--- src/rtl/pipeline_pkg.sv ---
// pipeline_pkg
// Shared definitions for the IF/ID stage of the classic five-stage pipeline:
// the NOP encoding used to squash the stage, the bit positions of the rs/rt
// register fields, and the encoding of the IF/ID hazard controller states.
// No ports; imported by if_id_hazard and hazard_detect.
package pipeline_pkg;

  // All-zero word decodes as sll $0,$0,0, so it has no architectural effect
  localparam logic [31:0] NOP = 32'h0000_0000;

  // Source register fields of an R/I-type instruction word
  localparam int RS_HI = 25;
  localparam int RS_LO = 21;
  localparam int RT_HI = 20;
  localparam int RT_LO = 16;

  // RUN: normal fetch/stall operation; FLUSH: squashing after a taken branch
  typedef enum logic {
    RUN   = 1'b0,
    FLUSH = 1'b1
  } hazardState_t;

  function automatic logic [4:0] rsField(input logic [31:0] instr);
    return instr[RS_HI:RS_LO];
  endfunction

  function automatic logic [4:0] rtField(input logic [31:0] instr);
    return instr[RT_HI:RT_LO];
  endfunction

endpackage

--- src/rtl/hazard_detect.sv ---
// hazard_detect
// Load-use comparator. Flags the case where the instruction sitting in IF/ID
// reads a register that the load currently in ID/EX has not yet written.
// Ports:
//   valid              - IF/ID holds a real instruction (bubbles never stall)
//   idExMemRead        - the instruction in ID/EX is a load
//   idExRegisterTarget - destination (rt) of the instruction in ID/EX
//   rs, rt             - source register fields of the IF/ID instruction
//   loadUse            - a one-cycle stall is required
module hazard_detect (
  input  logic       valid,
  input  logic       idExMemRead,
  input  logic [4:0] idExRegisterTarget,
  input  logic [4:0] rs,
  input  logic [4:0] rt,
  output logic       loadUse
);

  // $zero is never really written, so a load targeting it cannot cause a hazard
  assign loadUse = valid & idExMemRead & (idExRegisterTarget != 5'd0) &
                   ((idExRegisterTarget == rs) | (idExRegisterTarget == rt));

endmodule

--- src/rtl/if_id_hazard.sv ---
// if_id_hazard
// IF/ID pipeline register with its hazard controller. Stalls the front end
// for load-use hazards, squashes IF/ID for FLUSH_CYCLES cycles after a taken
// branch, and counts load-use stall cycles (saturating).
// Parameter:
//   FLUSH_CYCLES       - cycles squashed after the branch entry cycle (1..7)
// Ports:
//   clock, reset_n     - clock (posedge) and asynchronous active-low reset
//   instrIn, pcIn      - fetched instruction and its PC+4
//   fetchValid         - instrIn/pcIn are valid this cycle
//   idExMemRead        - ID/EX holds a load
//   idExRegisterTarget - rt field held in ID/EX
//   branchTaken        - taken-branch pulse from EX/MEM
//   instrOut, pcOut    - instruction and PC+4 presented to ID
//   validOut           - instrOut holds a real instruction
//   pcWrite            - PC/fetch may advance
//   bubble             - ID must inject zero control into ID/EX
//   stallCount         - saturating count of load-use stall cycles
module if_id_hazard
  import pipeline_pkg::*;
#(
  parameter int unsigned FLUSH_CYCLES = 2
) (
  input  logic        clock,
  input  logic        reset_n,
  input  logic [31:0] instrIn,
  input  logic [31:0] pcIn,
  input  logic        fetchValid,
  input  logic        idExMemRead,
  input  logic [4:0]  idExRegisterTarget,
  input  logic        branchTaken,
  output logic [31:0] instrOut,
  output logic [31:0] pcOut,
  output logic        validOut,
  output logic        pcWrite,
  output logic        bubble,
  output logic [15:0] stallCount
);

  // The branch entry cycle is squashed on its own, so the counter covers the rest
  localparam logic [2:0] FLUSH_RELOAD = 3'(FLUSH_CYCLES - 1);

  hazardState_t state, stateNext;
  logic [2:0]   flushCnt, flushCntNext;
  logic [31:0]  instrNext, pcNext;
  logic         validNext;
  logic [15:0]  stallNext;
  logic         loadUse;

  hazard_detect uHazardDetect (
    .valid              (validOut),
    .idExMemRead        (idExMemRead),
    .idExRegisterTarget (idExRegisterTarget),
    .rs                 (rsField(instrOut)),
    .rt                 (rtField(instrOut)),
    .loadUse            (loadUse)
  );

  // Next-state, register-load and control decisions.
  // Priority within RUN is branchTaken > loadUse > fetchValid.
  always_comb begin
    stateNext    = state;
    flushCntNext = flushCnt;
    instrNext    = instrOut;
    pcNext       = pcOut;
    validNext    = validOut;
    stallNext    = stallCount;
    pcWrite      = 1'b1;
    bubble       = 1'b0;

    case (state)
      RUN: begin
        if (branchTaken) begin
          stateNext    = FLUSH;
          flushCntNext = FLUSH_RELOAD;
          instrNext    = NOP;
          validNext    = 1'b0;
          pcWrite      = 1'b0;
          bubble       = 1'b1;
        end else if (loadUse) begin
          pcWrite = 1'b0;
          bubble  = 1'b1;
          if (stallCount != 16'hFFFF) begin
            stallNext = stallCount + 16'd1;
          end
        end else if (fetchValid) begin
          instrNext = instrIn;
          pcNext    = pcIn;
          validNext = 1'b1;
        end else begin
          instrNext = NOP;
          validNext = 1'b0;
        end
      end

      FLUSH: begin
        instrNext = NOP;
        validNext = 1'b0;
        bubble    = 1'b1;
        // A second taken branch while flushing restarts the squash window
        if (branchTaken) begin
          flushCntNext = FLUSH_RELOAD;
        end else if (flushCnt == 3'd0) begin
          stateNext = RUN;
        end else begin
          flushCntNext = flushCnt - 3'd1;
        end
      end

      default: begin
        stateNext = RUN;
      end
    endcase

    // While held in reset the front end must look idle regardless of branchTaken
    if (!reset_n) begin
      pcWrite = 1'b1;
      bubble  = 1'b0;
    end
  end

  // IF/ID register, controller state and stall counter
  always_ff @(posedge clock or negedge reset_n) begin
    if (!reset_n) begin
      state      <= RUN;
      flushCnt   <= 3'd0;
      instrOut   <= NOP;
      pcOut      <= 32'h0;
      validOut   <= 1'b0;
      stallCount <= 16'h0;
    end else begin
      state      <= stateNext;
      flushCnt   <= flushCntNext;
      instrOut   <= instrNext;
      pcOut      <= pcNext;
      validOut   <= validNext;
      stallCount <= stallNext;
    end
  end

endmodule
--- config.mk ---
export PLATFORM = sky130hd
export DESIGN_NAME = if_id_hazard
export DESIGN_NICKNAME = d
export VERILOG_FILES = /design/src/rtl/pipeline_pkg.sv /design/src/rtl/hazard_detect.sv /design/src/rtl/if_id_hazard.sv
export SDC_FILE = /design/constraint.sdc
export NUM_CORES = 1
export LEC_CHECK = 0
export CAP_MARGIN = 20
export CORE_MARGIN = 2
export CORE_UTILIZATION = 47
export CTS_CLUSTER_SIZE = 20
export DETAILED_ROUTE_END_ITERATION = 6
export GPL_ROUTABILITY_DRIVEN = 1
export MAX_ROUTING_LAYER = met4
export PLACE_DENSITY_LB_ADDON = 0.05
export SKIP_LAST_GASP = 1
export SLEW_MARGIN = 0
export SYNTH_ARGS = -nofsm -noshare
export SYNTH_HDL_FRONTEND = slang
export SYNTH_SLANG_ARGS = --single-unit
--- constraint.sdc ---
create_clock -name clock -period 5.9 [get_ports clock]
set_input_delay 0.885 -clock clock [delete_from_list [all_inputs] [get_ports clock]]
set_output_delay 0.885 -clock clock [all_outputs]
set_load 0.02 [all_outputs]
==> metrics.md <==
| Metric | Value |
|---|---|
| Status | complete, no violations |
| Unrepaired setup endpoints after global routing | no |
| # resized after CTS | 0 |
| Final min period | 4.51 ns |
| Yosys reg bits | 85 |
| Synth Cell Area | 0.00396 sq mm |
| Measured slew at the worst slew-check pin | 1.06 ns |
| HP Class | flip-flop to flip-flop |
| Crit. End Element | output port |
| GR met2 Demand/Resource | 34.1% |
| Period utilization | 76.5% |
| Initial antenna violation count | 0 |
| 1st-iter DRT viols | 112 |
| Crit Path Category | input port to output port |
| Total power | 1.94 mW |
| Leading cell type in the layout, fill and taps excluded | clkdlybuf4s50_1 |
| Internal reg-to-reg setup slack | 3.20 ns |
| Initial Util | 48.4% |
| Grt met1 use | 27.6% |
| CTS Hold Bufs | 0 |
| # rows | 33 |
| Die Wd | 95.8 um |
| Pwr dens | 337 mW/mm^2 |
| Number of global-route vias before repair | 3053 |
| Fmax | 0.222 GHz |
| Mapped Cells | 333 |
| Nets | 562 |
| Overflow after GRT | 0 |
| Commonest cells after routing, fill and taps aside | clkdlybuf4s50_1, dfrtp_1, nand2_1, nand3_1 |
| Worst-Skew Late Latency | 0.35 ns |
| Post-CTS Setup Repair Bufs | 0 |
| Post-Route Setup TNS | 0 ns |
| H-tree depth | 3 |
| Worst vdd ir | 0.154 mV |
| Largest net degree at the start of global routing | 48 |
| Routed via count | 3086 |
| Final WL | 9490 um |
| Antenna Nets Post-Route | 0 |
| Final-layout fill cell count | 620 |
| Layout cell share with drive strength beyond 1 | 13.3% |
| Delay-heaviest family, CP | buffers and inverters |
| Crit path top cell by count | clkdlybuf4s50_1 |
| All-Layer GR Usage | 21.3% |
| Buffers & Inverters on Critical Path | 3 |
| Vias per inst | 5.19 |
| Root Driver | clkbuf_8 |
| Required @ worst endpoint | 5.02 ns |
| Antenna Cells | 0 |
| Drt first pass iters | 4 |
| Worst path max stage delay | 0.61 ns |
| Post-Syn Area per Cell | 11.9 sq um |
| Grt peak-use layer | met2 |
| CTS clk-pin slew, worst paths | 0.09 ns |
| CTS buffer count | 9 |
| Layout Skew | 0.0110 ns |
| Post-Syn Nets | 410 |
| Max-slew headroom | 29.2% |
| Worst-path cell chain | clkdlybuf4s50_1 -> or4_1 -> o211ai_2 -> nor2_4 -> buf_4 -> o21ai_1 -> clkdlybuf4s50_1 |
| Wirelength per Cell | 16.0 um |
| GPL Wtd Cong | 0.880 |
| Final hold viol count | 0 |
| Worst Path Arrival | 3.63 ns |
| Worst path slowest cell | clkdlybuf4s50_1 |
| Residual DRC | 0 |
| Hold Slack | 0.501 ns |
| Hpwl dp | 6880 um |
| Sink Count | 85 |
| Leakage | 2.33 nW |
| Die Y | 95.8 um |
| Post-synth cell types | 38 |
| First-pass GRT wire length | 14600 um |
| Synthesis warning total | 0 |
| Area grow syn2layout | 45.9% |
| IO Port Bufs | 156 |
| Met3 GRT Util | 4.46% |
| Deepest clock path buffer count | 2 |
| Fin. max-slew vios | 0 |
| Final setup fails | 0 |
| Area of the core | 0.00818 sq mm |
| Sequential share of the synthesized area | 53.7% |
| Startpoint types | input port |
| Critical path peak fanout | 35 |
| CTS tree | built |
| Max-Cap Viols | 0 |
| IO Pins | 157 |
| Die area | 0.00917 sq mm |
[where the power goes]
part / internal, mW / switching [mW] / total (mW)
clock: 0.241 / 0.217 / 0.458
combinational: 0.370 / 0.334 / 0.705
sequential: 0.712 / 0.0698 / 0.782
total: 1.32 / 0.621 / 1.94
[layout make-up]
type	count	area (sq um)	share of cell area, %
flip-flops and latches	85	2130	36.8
well taps	105	131	2.28
clock inverters	7	97.6	1.69
multi-input cells	226	1690	29.3
repair buffers	160	1590	27.5
inverters	3	11.3	0.195
clock buffers	9	124	2.15
[routing by layer]
metal / up-vias / part of all wire, %
met5: - / 0
li1: 1466 / -
met3: 13 / 6.4
met4: 0 / 1.7
met1: 1493 / 44
met2: 114 / 48
[kinds of logic after synthesis]
group | Yosys count | share of synthesized area (%)
multiplexers | 65 | 17.5
AND/OR/NAND/NOR | 122 | 16.4
adder cells (fa/ha/maj) | 3 | 0.949
XOR/XNOR | 26 | 5.75
flip-flops | 85 | 53.7
AO/OA/AOI/OAI | 10 | 2.24
buffers and inverters | 22 | 3.45
[cells in the mapped netlist, drive strengths merged]
| master | count | area share, % |
|---|---|---|
| ha | 3 | 0.95 |
| o21ai | 1 | 0.13 |
| xnor2 | 13 | 2.9 |
| o22ai | 1 | 0.16 |
| inv | 3 | 0.28 |
| o211ai | 2 | 0.85 |
| nor3 | 5 | 0.63 |
| o21a | 2 | 0.38 |
| nor2b | 2 | 0.32 |
| a21oi | 1 | 0.13 |
| and3 | 2 | 0.35 |
| nand2 | 41 | 3.9 |
| nor4b | 1 | 0.22 |
| o22a | 1 | 0.22 |
| nand2b | 4 | 0.63 |
| dfrtp | 85 | 54 |
| mux2i | 32 | 8.1 |
| nand4 | 7 | 1.1 |
| xor2 | 13 | 2.9 |
| a211oi | 1 | 0.19 |
| or4 | 5 | 1.0 |
| nand3 | 38 | 4.9 |
| nor2 | 8 | 1.1 |
| buf | 8 | 2.1 |
| o31ai | 1 | 0.19 |
| mux2 | 33 | 9.4 |
| clkbuf | 11 | 1.0 |
| nor4 | 7 | 1.8 |
| or2 | 2 | 0.32 |
[flip-flops by register name, summed over array words and instances, names as in the netlist]
name and flops:
state 1, instrOut 32, stallCount 16, validOut 1
flushCnt 3, pcOut 32
[worst reg2reg max path, cell delays in order, from the launching register on]
cell	delay [ns]
dfrtp_1	0.42
xnor2_1	0.17
nand3_1	0.12
o22a_1	0.47
o211ai_4	0.95
mux2_2	0.45
[through the flow]
step | setup slack (ns) | cell area, sq um | std cells | utilization (%)
5_1_grt | 1.22 | 5770 | 595 | 70.6
3_5_place_dp | 1.37 | 5550 | 579 | 67.9
3_3_place_gp | 1.40 | 5550 | 579 | 67.9
2_1_floorplan | 2.63 | 3960 | 333 | -
4_1_cts | 1.36 | 5770 | 595 | 70.6
6_report | 1.39 | 5770 | 595 | 70.6
[worst paths after layout]
| kind | start | end | depth (start not counted) |
|---|---|---|---|
| min in group asynchronous | reset_n | stallCount[7] | 1 |
| max in group asynchronous | reset_n | instrOut[29] | 2 |
| worst max register to register | instrOut[20] | pcOut[15] | 5 |
| worst min register to register | stallCount[15] | stallCount[15] | 1 |
| worst min-delay path | stallCount[15] | stallCount[15] | 1 |
| worst max-delay path | idExRegisterTarget[0] | pcWrite | 7 |
No activity file was read; power rests on OpenSTA's default activity.
==> RTL edit (same settings) <==
Make the reset (`reset_n`) synchronous in one clocked block. Comments in the files are not updated.
--- a/src/rtl/if_id_hazard.sv
+++ b/src/rtl/if_id_hazard.sv
@@ -121,5 +121,5 @@
 
   // IF/ID register, controller state and stall counter
-  always_ff @(posedge clock or negedge reset_n) begin
+  always_ff @(posedge clock) begin
     if (!reset_n) begin
       state      <= RUN;
Function: differs if reset_n is asserted again (counterexample within 4 cycles, from zero or initial values and one cycle with reset_n low); with reset_n held inactive, the same outputs for 4 cycles.
==> RTL edit against the original RTL <==
Critical path depth unchanged; sequential share of layout area fell by 4.1 points; synthesized area fell by 14%; cell area is 10% lower; wire length down 9.5%; setup slack improved by 0.37 ns; sequential cell count unchanged; worst hold slack got worse by 0.031 ns; highest routed layer unchanged.
Power is not compared: it rests on default switching activity, and its combinational part moved more than twofold at a synthesized area within 25%.
==> RTL edit: results (changes against the original RTL) <==
** Run status
- The run finished with clean final reports.

** Setup path
- The register-to-register setup slack is 3.59 ns (+0.39 ns).
- The largest fanout of any net on the critical path was 27 (-23%).
- Signal arrival time at the worst endpoint :: 3.26 ns (-0.37 ns)
- Worst reg-to-reg path cell count :: 8 (+3)
- In this run the critical register-to-register path is launched from instrOut[16].
- End of the worst register-to-register path :: instrOut[4]

** Global routing
- The overall track demand over capacity in global routing came to 21.9% (+0.55 points).
- Number of global-route vias before repair :: 2916 (-4.5%)
- The global-route wire length before repair came to 13400 um (-8.7%).
- The pin count of the biggest net entering global routing came to 85 (+77%).

** Route
- Iteration-0 DRC Markers :: 107 (-4.5%)
- Via total after detailed routing :: 3139 (+1.7%)
- Average wire per standard cell :: 14.0 um (-12%)
- Remaining antenna violation count :: 0 (unchanged)

** Place
- Worst Setup Slack post-DPL :: 1.74 ns (+0.368 ns)
- Area after detailed placement :: 0.00497 mm^2 (-10%)
- The last weighted congestion value of the routability-driven placer is 0.781 (-11%).
- Detailed-placement wirelength estimate :: 6180 um (-10%)

** Synth
- The post-synthesis average cell area is 9.27 um^2 (-22%).
- The net count after synthesis came to 444 (+8.3%).
- Yosys attributes the largest share of cell area to dfxtp_1 50%, a22o_1 8.2%, nand2_1 6.1%.
- Synth unique cells :: 35 (-7.9%)
- The fraction of synthesis flops using an asynchronous set or reset pin was 0% (-100 points).

** Finish
- The number of fill cells in the layout was 576 (-7.1%).
- The final standard cell area without fillers is 0.00519 mm^2 (-10%).
- Final layout net count :: 589 (+4.8%)
- The layout cell share with drive strength beyond 1 was 5.62% (-7.6 points).
- The count of non-filler cells in the finished layout is 615 (+3.4%).

** CTS
- Reg clk slew, reported paths :: 0.07 ns (-0.02 ns)

** Hold path
- The number of cells traversed by the worst hold path was 2 (+1).
- For hold timing, the worst endpoint is pcOut[8].
- Source of the worst hold timing path :: pcOut[8]

** Timing
- Measured slew at the worst slew-check pin :: 0.773 ns (-0.285 ns)
- The maximum clock skew at final layout came to 0.0114 ns (+0.000322 ns).
- The final-layout worst hold slack is 0.469 ns (-0.0314 ns).
[RTL edit: cell count changes after synthesis, moves of 24 or more]
cell,unedited run,this run
dfrtp_1,85,0
dfxtp_1,0,85
a22o_1,0,32
mux2_2,32,0
o21ai_0,0,32
mux2i_1,32,8
[RTL edit: worst register-to-register path: stages (launching register included)]
cell     delay (ns)
dfxtp_1        0.35
xor2_1         0.17
nor3_1         0.21
a22oi_1        0.11
or2_1          0.24
buf_4          0.22
nor2_2         0.54
buf_8          0.25
a22o_1         0.17
[RTL edit: power by group]
part	switching, mW	internal [mW]	leakage (nW)
Sequential	0.00966	0.590	0.690
Clock	0.194	0.247	0.105
Combinational	0.0695	0.0851	1.10
Total	0.273	0.923	1.90
[RTL edit: cell type report]
class / count / area share, %
Clock buffer: 11 / 2.72
Clock inverter: 4 / 1.40
Inverter: 7 / 0.506
Multi-Input combinational cell: 247 / 29.2
Sequential cell: 85 / 32.8
Tap cell: 99 / 2.38
Timing Repair Buffer: 162 / 31.0
[RTL edit: cell families after synthesis]
group,synth area share (%)
simple gates,20.2
compound gates,18.1
flops,50.0
buf+inv,5.41
xor+xnor,2.83
mux,2.35
fa+ha+maj,1.10
[RTL edit: worst max-delay path by stage]
stage                          startpoint       to  slack (ns)  cells after the start
CTS                 idExRegisterTarget[0]  pcWrite        1.74                      7
detailed placement  idExRegisterTarget[0]  pcWrite        1.74                      7
finish              idExRegisterTarget[0]  pcWrite        1.75                      7
global route        idExRegisterTarget[0]  pcWrite        1.61                      7
floorplan           idExRegisterTarget[0]  pcWrite        2.73                      7
global placement    idExRegisterTarget[0]  pcWrite        1.79                      7
[RTL edit: metal layers]
layer  routed length, um  GRT usage, %
met5                   0             -
met4                 140          7.33
met3                 583          7.11
met2                4220          34.4
met1                3640          26.6
